`config.mk`:
```
export PLATFORM = sky130hd
export DESIGN_NAME = demux_dispatch16
export DESIGN_NICKNAME = d
export VERILOG_FILES = /design/src/rtl/demux_dispatch_pkg.sv /design/src/rtl/demux_n_way16.sv /design/src/rtl/demux_dispatch16.sv
export SDC_FILE = /design/constraint.sdc
export NUM_CORES = 1
export LEC_CHECK = 0
export ABC_AREA = 1
export ABC_CLOCK_PERIOD_IN_PS = 1300
export CAP_MARGIN = 10
export CORE_AREA = 3 3 96 98
export DETAILED_ROUTE_END_ITERATION = 8
export DIE_AREA = 0 0 99 101
export PLACE_DENSITY_LB_ADDON = 0.08
export SYNTH_ARGS = -nofsm -noshare
export SYNTH_HDL_FRONTEND = slang
export SYNTH_HIERARCHICAL = 1
export SYNTH_SLANG_ARGS = --single-unit
export TNS_END_PERCENT = 30
```
`constraint.sdc`:
```
create_clock -name clk -period 1.3 [get_ports clk]
set_input_delay 0.13 -clock clk [delete_from_list [all_inputs] [get_ports clk]]
set_output_delay 0.13 -clock clk [all_outputs]
set_load 0.02 [all_outputs]
```
`src/rtl/demux_dispatch_pkg.sv`:
```
// rtl/demux_dispatch_pkg.sv - shared types and constants for the dispatch controller
package demux_dispatch_pkg;

  localparam int DATA_W = 16;

  typedef enum logic [1:0] {
    MODE_DIRECTED = 2'b00,
    MODE_RR       = 2'b01,
    MODE_BCAST    = 2'b10,
    MODE_RSVD     = 2'b11
  } mode_e;

  typedef enum logic {
    ST_IDLE    = 1'b0,
    ST_DELIVER = 1'b1
  } state_e;

endpackage

```
`src/rtl/demux_n_way16.sv`:
```
// rtl/demux_n_way16.sv - 16-bit one-of-N / all-of-N data steering
// Ports:
//   in_data  : word to steer
//   sel      : target way when bcast is low
//   bcast    : drive the word onto every way
//   out_data : per-way data, zero on ways not selected
module demux_n_way16
  import demux_dispatch_pkg::*;
#(
  parameter int  WAYS      = 4,
  localparam int SEL_WIDTH = $clog2(WAYS)
) (
  input  logic [DATA_W-1:0]            in_data,
  input  logic [SEL_WIDTH-1:0]         sel,
  input  logic                         bcast,
  output logic [WAYS-1:0][DATA_W-1:0]  out_data
);

  always_comb begin
    out_data = '0;
    for (int i = 0; i < WAYS; i++) begin
      if (bcast || (sel == SEL_WIDTH'(i))) begin
        out_data[i] = in_data;
      end
    end
  end

endmodule

```
`src/rtl/demux_dispatch16.sv`:
```
// rtl/demux_dispatch16.sv - word dispatcher: directed, round-robin or broadcast delivery
// Ports:
//   clk, rst_n           : clock, asynchronous active-low reset
//   in_valid/in_ready    : producer handshake; in_data word, in_dest target, in_mode routing mode
//   out_data/out_valid   : per-way word and valid
//   out_ready            : per-way consumer ready
//   busy                 : a word is held and being delivered
//   err                  : one-cycle pulse after a rejected word
//   sent_count           : per-way completed delivery counters (wrapping)
module demux_dispatch16
  import demux_dispatch_pkg::*;
#(
  parameter int  WAYS      = 4,
  parameter int  COUNT_W   = 8,
  localparam int SEL_WIDTH = $clog2(WAYS)
) (
  input  logic                          clk,
  input  logic                          rst_n,
  input  logic                          in_valid,
  output logic                          in_ready,
  input  logic [DATA_W-1:0]             in_data,
  input  logic [SEL_WIDTH-1:0]          in_dest,
  input  logic [1:0]                    in_mode,
  output logic [WAYS-1:0][DATA_W-1:0]   out_data,
  output logic [WAYS-1:0]               out_valid,
  input  logic [WAYS-1:0]               out_ready,
  output logic                          busy,
  output logic                          err,
  output logic [WAYS-1:0][COUNT_W-1:0]  sent_count
);

  localparam logic [WAYS-1:0]      ONE_HOT0 = WAYS'(1);
  localparam logic [SEL_WIDTH:0]   WAYS_W   = (SEL_WIDTH+1)'(WAYS);
  localparam logic [SEL_WIDTH-1:0] RR_LAST  = SEL_WIDTH'(WAYS - 1);

  state_e                     state, state_nxt;
  logic [WAYS-1:0]            pending, pending_nxt, done, accept_mask;
  logic [DATA_W-1:0]          hold_data;
  logic [SEL_WIDTH-1:0]       hold_sel, rr_ptr;
  logic                       hold_bcast;
  logic                       err_q;
  logic [WAYS-1:0][DATA_W-1:0] steer_data;

  mode_e mode;
  logic  dest_bad, reject, take, drop;

  assign mode     = mode_e'(in_mode);
  // Destinations past the last way are only reachable when WAYS is not a power of 2.
  assign dest_bad = ({1'b0, in_dest} >= WAYS_W);
  assign reject   = (mode == MODE_RSVD) || ((mode == MODE_DIRECTED) && dest_bad);
  assign take     = in_valid && in_ready && !reject;
  assign drop     = in_valid && in_ready && reject;

  assign in_ready  = (state == ST_IDLE);
  assign busy      = (state == ST_DELIVER);
  assign err       = err_q;
  assign out_valid = pending;
  // pending is all-zero in IDLE, so this is only live while delivering.
  assign done      = pending & out_ready;

  always_comb begin
    accept_mask = '0;
    case (mode)
      MODE_DIRECTED: accept_mask = ONE_HOT0 << in_dest;
      MODE_RR:       accept_mask = ONE_HOT0 << rr_ptr;
      MODE_BCAST:    accept_mask = '1;
      default:       accept_mask = '0;
    endcase
  end

  always_ff @(posedge clk or negedge rst_n) begin
    if (!rst_n) begin
      state <= ST_IDLE;
    end else begin
      state <= state_nxt;
    end
  end

  always_comb begin
    state_nxt   = state;
    pending_nxt = pending;
    case (state)
      ST_IDLE: begin
        if (take) begin
          state_nxt   = ST_DELIVER;
          pending_nxt = accept_mask;
        end
      end
      ST_DELIVER: begin
        pending_nxt = pending & ~done;
        if (pending_nxt == '0) begin
          state_nxt = ST_IDLE;
        end
      end
      default: state_nxt = ST_IDLE;
    endcase
  end

  always_ff @(posedge clk or negedge rst_n) begin
    if (!rst_n) begin
      pending    <= '0;
      hold_data  <= '0;
      hold_sel   <= '0;
      hold_bcast <= 1'b0;
      rr_ptr     <= '0;
      err_q      <= 1'b0;
      sent_count <= '0;
    end else begin
      pending <= pending_nxt;
      err_q   <= drop;
      if (take) begin
        hold_data  <= in_data;
        hold_bcast <= (mode == MODE_BCAST);
        hold_sel   <= (mode == MODE_RR) ? rr_ptr : in_dest;
        if (mode == MODE_RR) begin
          rr_ptr <= (rr_ptr == RR_LAST) ? '0 : rr_ptr + SEL_WIDTH'(1);
        end
      end
      for (int i = 0; i < WAYS; i++) begin
        if (done[i]) begin
          sent_count[i] <= sent_count[i] + COUNT_W'(1);
        end
      end
    end
  end

  demux_n_way16 #(.WAYS(WAYS)) u_steer (
    .in_data  (hold_data),
    .sel      (hold_sel),
    .bcast    (hold_bcast),
    .out_data (steer_data)
  );

  // Steering picks the way; pending hides ways that have already completed.
  always_comb begin
    out_data = '0;
    for (int i = 0; i < WAYS; i++) begin
      if (pending[i]) begin
        out_data[i] = steer_data[i];
      end
    end
  end

endmodule
```
[Yosys cells after proc, flatten, opt, wreduce, memory -nomap -nowiden]
Index checks and enable logic that the tools add are counted.
Storage, ports and cells
  register bits: 59
  logic and storage cells: 58
  bits of input ports: 27
  output and inout bits: 103
Cells by class
  bitwise operators: 4
  add/subtract/negate cells: 5
  equality and inequality tests: 8
  muxes and demuxes: 16
  reductions and logical operators: 12
  shifts and indexed selects: 2
Operators with widths (count)
  $mux W16: 8
  $add A8 B1 Y8 const B: 4
  $pmux W4 S3: 1
  $eq A2 B2 Y1 const B: 5
  $and A4 B4 Y4: 2
  $pmux W4 S2: 1
  $shl A1 B2 Y4 const A: 2
  $eq A2 B1 Y1 const B: 2
  $logic_not A2 Y1: 2
  $logic_not A4 Y1: 1
  $logic_or A1 B1 Y1: 4
  $mux W2: 2
  $mux W4: 1
  $not A4 Y4: 1
  $logic_and A1 B1 Y1: 3
  $add A2 B1 Y2 const B: 1
  $mux W1: 2
  $ne A2 B1 Y1 const B: 1
  $pmux W1 S2: 1
  $reduce_and A2 Y1: 1
  $logic_not A1 Y1: 1
  $not A1 Y1: 1

[Depth between registers and ports, before layout]
Gate-level depths: netlist of run 1.
  depth after elaboration: 6
  depth in mapped cells: 9
  depth with buffers taken out: 8

[Modules after synthesis]
The synthesis of run 1 kept the hierarchy.
Modules (own cells, without submodules)
  demux_dispatch16: cells an instance 477, times used 1, seq. area each 1476.4 um^2, area an instance 3330.7 um^2
  demux_n_way16: cells an instance 97, times used 1, seq. area each 0.0 um^2, area an instance 505.5 um^2

[Worst setup path after synthesis of run 1]
No wires, ideal clock.
  path kind: flip-flop to flip-flop
  from: reg state (netlist: busy)
  to: reg hold_sel[0]
  stages on the path, launching flop included: 8
  clock period less this slack: 1.394 ns
  required time: 1.181 ns
  slack: -0.094 ns
  setup time: 0.119 ns
  path buffers: 1
  arrival time: 1.275 ns
  cells stage by stage: dfrtp_1 -> inv_2 -> nand2_4 -> nor2_8 -> inv_4 -> buf_6 -> nand2_1 -> o21ai_2
Between the ends
  word-level cells in the longest chain between the ends: 3
Ends and longest elaborated chain
  from (decl): line demux_dispatch16.sv:36  | state_e state, state_nxt;
  from (signal assigned): line demux_dispatch16.sv:75  | state <= state_nxt;
  $not A1 Y1
  net in_ready: line demux_dispatch16.sv:20  | output logic in_ready,
  $logic_and A1 B1 Y1 (2 in a row): line demux_dispatch16.sv:51  | assign take = in_valid && in_ready && !reject;
  to (signal assigned): line demux_dispatch16.sv:114  | hold_sel <= (mode == MODE_RR) ? rr_ptr : in_dest;
  to (decl): line demux_dispatch16.sv:39  | logic [SEL_WIDTH-1:0] hold_sel, rr_ptr;
The timed path passes the listed nets, and every way through them passes these cells.
A chain may end at the register's enable or synchronous reset.

==> results of run 1 <==
[sequential cells by signal, summed over array words and instances (netlist names)]
register / flops
busy: 1
err: 1
hold_bcast: 1
hold_data: 16
hold_sel: 2
out_valid: 4
rr_ptr: 2
sent_count: 32
[critical path: cells and delay by family, from the launching register on]
kind / cells / cell delay (ns)
DFF: 1 / 0.46
buffers and inverters: 4 / 0.41
AOI/OAI and AO/OA: 1 / 0.16
and+or+nand+nor: 2 / 0.15
[cells by family (layout without fill, tap and decap cells)]
group           count (synthesis)  after routing
compound gates                 58             58
buf+inv                       148            324
fa+ha+maj                       5              5
xor+xnor                       16             16
flops                          59             59
simple gates                  288            288
[cell usage in the layout, fill, tap and decap left out, types with 4 or more instances in the layout]
| master | Yosys | routed |
|---|---|---|
| nand2_1 | 218 | 209 |
| inv_1 | 123 | 98 |
| dfrtp_1 | 59 | 55 |
| buf_6 | 5 | 53 |
| buf_4 | 8 | 51 |
| dlygate4sd2_1 | 0 | 34 |
| a21oi_2 | 10 | 29 |
| inv_2 | 3 | 27 |
| clkdlybuf4s50_1 | 0 | 25 |
| a21oi_1 | 41 | 19 |
| nand3_1 | 18 | 18 |
| nor2_4 | 2 | 14 |
| nand2_2 | 3 | 11 |
| nor2_2 | 0 | 11 |
| clkbuf_8 | 0 | 11 |
| nor2_1 | 32 | 9 |
| buf_12 | 0 | 9 |
| xnor2_1 | 8 | 8 |
| xor2_1 | 8 | 8 |
| nand4_1 | 7 | 7 |
| ha_1 | 5 | 5 |
| buf_2 | 2 | 4 |
[report_power, final]
part / leakage [nW] / switching, mW / internal (mW)
clock network: 0.101 / 0.654 / 0.990
registers: 0.729 / 0.721 / 2.57
logic: 2.68 / 4.74 / 3.45
total: 3.51 / 6.12 / 7.01
[cell type report]
cell class              instances  area [um2]  share of cell area (%)
flip-flops and latches         59        1480                    24.3
clock buffers                  14         163                    2.67
clock inverters                 2        35.0                   0.574
multi-input cells             367        1990                    32.7
well taps                     108         135                    2.22
inverters                     127         482                    7.90
repair buffers                181        1810                    29.6
[worst min-delay path by stage]
stage	cells past startpoint	to	slack (ns)	startpoint
after CTS	3	hold_data[0]	0.33	in_data[0]
after detailed placement	2	hold_data[6]	0.17	rst_n
after global placement	2	hold_data[8]	0.16	rst_n
final	3	hold_data[7]	0.35	in_data[7]
after global routing	3	hold_data[0]	0.34	in_data[0]
after floorplan	0	busy	-0.17	rst_n
[what timing repair did]
item                                    CTS  global route
pin swaps                                 3            13
endpoints found under the hold margin    59             0
buffers inserted                          2             0
hold buffers                              1             0
endpoints found under the setup margin  107            80
resized for setup                       437            86
gates cloned                              0             2
[metal layers]
metal  share of wire [%]  wire length (um)
met5                   0                 0
met4                 1.4               148
met3                 5.9               613
met2                  51              5330
met1                  42              4360
[metrics by stage]
step	setup TNS (ns)	worst slack (ns)	total power, mW	instance area (um2)	std cells
6_report	-16.73	-0.332	13.1	6100	858
3_5_place_dp	-26.42	-0.454	10.6	5590	838
3_3_place_gp	-24.37	-0.397	10.4	5590	838
5_1_grt	-23.13	-0.430	14.1	6100	858
4_1_cts	-17.53	-0.334	12.2	5810	856
2_1_floorplan	-0.0226	-0.0115	7.38	3840	574
==> metrics.txt, run 1 <==
Die Width 99 um; TritonRoute pass-1 iters 4; run status finished with violations; FF-to-FF path depth 7; most numerous cell in the Yosys netlist nand2_1; CTS tree yes; cells after synthesis 574; clk sinks 59; post-synthesis compound-gate area fraction 8.84%; Synth-to-Final Area Change 59.0%; critical path endpoint out_data[45]; RSZ-0062 raised after global routing true; GP Congestion 0.817; RR Startpoint out_valid[1]; total wire length 10,500 um; GR met1 Demand/Resource 24.3%; share of layout cells above drive strength 1 32.1%; clk buf depth 2; Reg-to-Reg End sent_count[15]; Final Hold Fails 0; Initial Utilization 44.9%; clock skew 0.00969 ns; top cells by count, synth 218 x nand2_1, 123 x inv_1, 59 x dfrtp_1, 41 x a21oi_1, 32 x nor2_1; power per cell area 2150 mW/mm2; met3 usage 4.15%; Clock Pin Slew Worst Setup and Hold Paths 0.07 ns; mean routed wirelength per cell 12.2 um; Die H 101 um; H-tree depth 3; Period minus WS final 1.63 ns; syn nets 606; # DRC 0; vias per inst 4.67; number of global-route vias before repair 3,826; fin util 71.3%; gr busiest metal met2; port bufs 129; clock latency on the worst-skew pair 0.33 ns; XOR/XNOR Fraction of Synth Area 3.65%; max-cap viol count 0; HP Class in2reg; Slew Limit Fails 0; Top FF cell, synth dfrtp_1; leading area contributor after synthesis dfrtp_1; mux share of post-synthesis cell area 0%; root buf cell clkbuf_8; placed wire-length estimate 7480 um; largest net degree at the start of global routing 60; met2 usage 36.8%; final net count 777; Adder-Cell Fraction of Synth Area 1.63%; Pleak 3.51 nW; Total GRT Usage 20.3%; YS warnings 6; row count 34; critical path type reg2out; Diodes inserted 0; Setup crit start hold_sel[0]; total number of vias 4,005; Reg2Reg Setup Slack 0.03 ns; Core ar. 0.00855 mm2; Worst EP required 1.17 ns; peak supply drop 1460 uV; Critical Path End Type output pin; Worst path max stage delay 0.46 ns; CP arrival 1.50 ns; fillers 729; synth top area cells dfrtp_1 38%, nand2_1 21%, inv_1 12%; Tcrit/Tclk final 126%; Antenna Nets Post-Route 0; Mapped Area 0.00384 mm2; final hold slack 0.350 ns; FF+latch count, synth 59; maximum clock rate 0.613 GHz; Post-synth EDFFs 0; Slew headroom 79.2%; GRT overflow 0; Post-synth ARST share 100%; crit path max fanout 16; io pins 130; first-pass GRT wire length 16,800 um; initial antenna violation count 0; DIE AREA 0.0100 mm2; detailed router's first-iteration violation count 127; # setup viols final 65; Slew @ Worst Pin 0.311 ns; Avg Synthesized Cell Area 6.68 um2; Netlist cell types 30; worst setup margin -0.332 ns; register area share after synthesis 38.5%; startpoint types flop; largest family of logic cells by synthesized area simple AND/OR/NAND/NOR gates; critical path's slowest cell dfrtp_2; TritonCTS Buffers 9; Simple-Gate Fraction of Synth Area 31.0%; top cell type's share of synthesized area 38.5%; worst-path cell chain inv_1, nand2_1, buf_12, a21oi_1, nand2_1, inv_1, buf_4; failing checks negative setup slack
Note: power is estimated with default switching activity, not from simulation.
==> run 2: changes to the inputs <==
Settings changed: CELL_PAD_IN_SITES_DETAIL_PLACEMENT set to 1, CELL_PAD_IN_SITES_GLOBAL_PLACEMENT set to 2, CORE_AREA 3 3 96 98 to 3 3 131 133, DIE_AREA 0 0 99 101 to 0 0 134 136, GPL_ROUTABILITY_DRIVEN set to 1.
==> metrics.txt, run 2 (same netlist as run 1, synthesis figures left out) <==
root buf cell clkbuf_16; largest net degree at the start of global routing 60 (unchanged); initial antenna violation count 0 (unchanged); mean routed wirelength per cell 14.1 um (+16%); Reg-to-Reg End sent_count[5]; total wire length 13,800 um (+32%); Critical Path End Type output pin; # setup viols final 64 (-1.5%); first-pass GRT wire length 21,200 um (+26%); clk buf depth 2 (unchanged); Slew @ Worst Pin 0.352 ns (+0.0410 ns); crit path max fanout 8 (-8); placed wire-length estimate 9840 um (+32%); Core ar. 0.0159 mm2 (+86%); Clock Pin Slew Worst Setup and Hold Paths 0.06 ns (about the same); Tcrit/Tclk final 132% (+6.2 points); power per cell area 2280 mW/mm2 (+6.0%); Period minus WS final 1.71 ns (+0.0809 ns); H-tree depth 3 (unchanged); # DRC 0 (unchanged); Reg with most FFs sent_count; critical path endpoint out_data[16]; number of global-route vias before repair 4,226 (+10%); final net count 784 (+0.90%); Slew Limit Fails 0 (unchanged); Initial Utilization 24.1% (-21 points); GRT overflow 0 (unchanged); maximum clock rate 0.584 GHz (-4.7%); Synth-to-Final Area Change 68.4%; Reg2Reg Setup Slack 0.06 ns (+0.03 ns); failing checks negative setup slack; vias per inst 4.18 (-10%); peak supply drop 912 uV (-37%); Inst Count DP 948 (+13%); critical path type reg2out; Slew headroom 76.5% (-2.7 points); share of layout cells above drive strength 1 32.6% (+0.50 points); Final Hold Fails 0 (unchanged); Placed Area 0.00576 mm2 (+3.1%); detailed router's first-iteration violation count 109 (-14%); Pleak 3.65 nW (+4.1%); commonest non-fill, non-tap cell in the layout nand2_1; port bufs 129 (unchanged); Die Width 134 um (+35%); startpoint types flop; Setup crit start hold_sel[1]; total number of vias 4,072 (+1.7%); row count 46 (+35%); run status finished with violations; GP Congestion 0.742 (-9.2%); clock latency on the worst-skew pair 0.33 ns (about the same); DIE AREA 0.0182 mm2 (+82%); RR Startpoint out_valid[0]; Die H 136 um (+35%); io pins 130 (unchanged); max FFs per register 32 (unchanged); final instance area 0.00646 mm2 (+5.9%); Antenna Nets Post-Route 0 (unchanged); clock skew 0.00447 ns (-0.00522 ns); HP Class in2async; clk sinks 59 (unchanged); RSZ-0062 raised after global routing true; TritonRoute pass-1 iters 4 (unchanged); CTS tree yes; Diodes inserted 0 (unchanged); FF-to-FF path depth 8 (+1); setup_tns -19.81 ns (-3.08 ns); Worst EP required 1.17 ns (about the same); CP arrival 1.58 ns (+0.08 ns); max-cap viol count 0 (unchanged); final instance count without filler cells 973 (+13%); TritonCTS Buffers 9 (unchanged); most frequent cells in the layout 213 x nand2_1, 101 x inv_1, 53 x dfrtp_1, 53 x buf_6, 49 x buf_4; worst setup margin -0.413 ns (-0.0809 ns); fillers 1,960 (+170%); Total GRT Usage 14.5% (-5.9 points)
-- run 2: how the worst min path moves through the flow --
| stage | to | cells after the start |
|---|---|---|
| floorplan | busy | 0 |
| global placement | sent_count[15] | 2 |
| detailed placement | sent_count[15] | 2 |
| CTS | hold_data[1] | 3 |
| global route | hold_data[1] | 3 |
| finish | sent_count[15] | 3 |
-- run 2: power breakdown --
part	internal, mW	switching [mW]
sequential	2.57	0.722
clock	1.87	0.894
combinational	3.71	4.97
total	8.14	6.59
-- run 2: cell type report --
class / instances / area [um2] / area share [%]
Clock inverter: 7 / 116 / 1.80
Sequential cell: 59 / 1480 / 23.0
Multi-Input combinational cell: 367 / 1950 / 30.2
Tap cell: 216 / 270 / 4.18
Inverter: 127 / 484 / 7.50
Clock buffer: 9 / 225 / 3.49
Timing Repair Buffer: 188 / 1930 / 29.9
-- run 2: timing repair --
item	4_1_cts	5_1_grt
resized for setup	351	162
pin swaps	1	32
setup buffers	1	2
hold buffers	1	0
endpoints found under the setup margin	110	78
hold endpoints to repair	59	0
cloned	1	4
-- run 2: per-stage QoR --
step | hold slack (ns) | util (%) | total power, mW | worst slack, ns
after global placement | 0.169 | 36.1 | 10.9 | -0.418
after floorplan | -0.166 | - | 7.38 | -0.0115
final | 0.332 | 40.5 | 14.7 | -0.413
after global routing | 0.340 | 40.5 | 15.8 | -0.454
after detailed placement | 0.176 | 36.1 | 11.1 | -0.452
after CTS | 0.330 | 37.7 | 13.6 | -0.400
-- run 2: critical path, stage by stage, from the launching register on --
cell and delay [ns]:
dfrtp_2 0.48, inv_2 0.11, nand2_4 0.07, clkbuf_16 0.18
a21oi_1 0.15, nand2_1 0.08, inv_1 0.08, buf_6 0.12
-- run 2: metal layers --
metal / routed length, um / GRT usage [%]
met4: 151 / 4.80
met5: 0 / 0
met3: 444 / 2.52
met1: 6250 / 18.0
met2: 6910 / 25.4
==> run 3: changes to the inputs <==
Settings changed: CORE_AREA 3 3 131 133 to 3 3 128 130, CTS_BUF_LIST set to sky130_fd_sc_hd__clkbuf_2, DIE_AREA 0 0 134 136 to 0 0 131 133.
==> metrics.txt, run 3 (same netlist as run 1, synthesis figures left out) <==
root buf cell clkbuf_2; gr busiest metal met2; max FFs per register 32 (unchanged); initial antenna violation count 0 (unchanged); GP Congestion 0.736 (-0.82%); Inst Count DP 948 (unchanged); # setup viols final 68 (+6.3%); clock skew 0.0304 ns (+0.0260 ns); Setup crit start hold_sel[0]; total wire length 12,900 um (-6.6%); detailed router's first-iteration violation count 114 (+4.6%); DIE AREA 0.0174 mm2 (-4.4%); worst setup margin -0.511 ns (-0.0979 ns); TritonRoute pass-1 iters 4 (unchanged); GR met1 Demand/Resource 20.3% (+2.3 points); CP arrival 1.68 ns (+0.10 ns); HP Class in2async; RSZ-0062 raised after global routing true; Critical Path End Type output pin; Die Width 131 um (-2.2%); TritonCTS Buffers 9 (unchanged); Clock Pin Slew Worst Setup and Hold Paths 0.18 ns (+0.12 ns); first-pass GRT wire length 21,500 um (+1.5%); final net count 792 (+1.0%); placed wire-length estimate 9520 um (-3.2%); share of layout cells above drive strength 1 40.6% (+7.9 points); vias per inst 4.17 (-0.47%); final instance count without filler cells 975 (+0.21%); Worst EP required 1.17 ns (about the same); CTS tree yes; failing checks negative setup slack; Reg with most FFs sent_count; commonest non-fill, non-tap cell in the layout nand2_1; row count 45 (-2.2%); Slew headroom 77.7% (+1.2 points); largest net degree at the start of global routing 60 (unchanged); Pleak 3.54 nW (-3.1%); number of global-route vias before repair 4,324 (+2.3%); startpoint types flop; H-tree depth 3 (unchanged); Tcrit/Tclk final 139% (+7.5 points); Slew Limit Fails 0 (unchanged); clock latency on the worst-skew pair 0.49 ns (+0.16 ns); Die H 133 um (-2.2%); max-cap viol count 0 (unchanged); met2 usage 25.1% (-0.29 points); Diodes inserted 0 (unchanged); Final Hold Fails 0 (unchanged); fin util 42.1% (+1.6 points); crit path max fanout 8 (unchanged); Antenna Nets Post-Route 0 (unchanged); Core ar. 0.0153 mm2 (-4.3%); run status finished with violations; met3 usage 1.98% (-0.54 points); io pins 130 (unchanged); Synth-to-Final Area Change 67.6%; mean routed wirelength per cell 13.2 um (-6.7%); Initial Utilization 25.1% (+1.1 points); clk buf depth 2 (unchanged); # DRC 0 (unchanged); peak supply drop 860 uV (-5.7%); GRT overflow 0 (unchanged); most frequent cells in the layout 213 x nand2_1, 94 x inv_1, 94 x buf_6; RR Startpoint out_valid[0]; critical path type reg2out; Total GRT Usage 15.1% (+0.68 points); maximum clock rate 0.552 GHz (-5.4%); Period minus WS final 1.81 ns (+0.0979 ns); total number of vias 4,061 (-0.27%); port bufs 129 (unchanged); clk sinks 59 (unchanged); power per cell area 2120 mW/mm2 (-7.3%); Slew @ Worst Pin 0.335 ns (-0.0176 ns)
[run 3: critical path: stages (launching register included)]
cell	delay (ns)
dfrtp_1	0.41
buf_6	0.14
inv_4	0.07
nand2_8	0.07
buf_16	0.16
a21oi_4	0.12
nand2_1	0.08
inv_1	0.07
buf_6	0.11
[run 3: metrics by stage]
step                      setup TNS (ns)  cell area [um2]  setup slack [ns]  power, mW  hold slack (ns)
after floorplan                  -0.0226             3840           -0.0115       7.38           -0.166
after global placement            -25.43             5790            -0.401       11.0            0.170
after detailed placement          -29.42             5790            -0.454       11.1            0.174
after CTS                         -35.26             6170            -0.569       13.2           0.0910
after global routing              -41.12             6430            -0.652       14.8           0.0961
final                             -29.45             6430            -0.511       13.6            0.149
[run 3: area by class of cell]
cell class	count	area [um2]
clock buffer	10	50.0
clock inverter	5	21.3
fill	1911	8830
inverter	127	489
multi-input combinational	367	2070
sequential	59	1490
tap	211	264
timing repair buffer	196	2050
[run 3: what timing repair did]
| item | in CTS | in global routing |
|---|---|---|
| gates cloned | 2 | 1 |
| hold endpoints to repair | 59 | 0 |
| gates resized for setup | 639 | 79 |
| pin swaps | 17 | 20 |
| setup buffers | 8 | 0 |
| endpoints found under the setup margin | 109 | 114 |
| hold buffers | 1 | 0 |
[run 3: path summary, 6_finish.rpt]
check / depth (start not counted) / to / slack, ns
setup / recovery: 8 / out_data[42] / -0.51
hold / removal: 3 / sent_count[13] / 0.15
setup reg to reg: 7 / sent_count[6] / 0.01
hold reg to reg: 2 / hold_data[13] / 0.49
max in group asynchronous: 3 / sent_count[16] / 0.83
min in group clk: 3 / hold_data[3] / 0.17
[run 3: layer usage]
layer | vias up | share of wire (%)
met5 | - | 0
met4 | 0 | 1.1
met3 | 9 | 3.3
met2 | 86 | 50
met1 | 1900 | 46
li1 | 2066 | -
[run 3: power by group]
group | internal [mW] | leakage [nW] | switching, mW
logic | 4.22 | 2.76 | 5.25
clock network | 0.225 | 0.0541 | 0.670
registers | 2.56 | 0.724 | 0.669
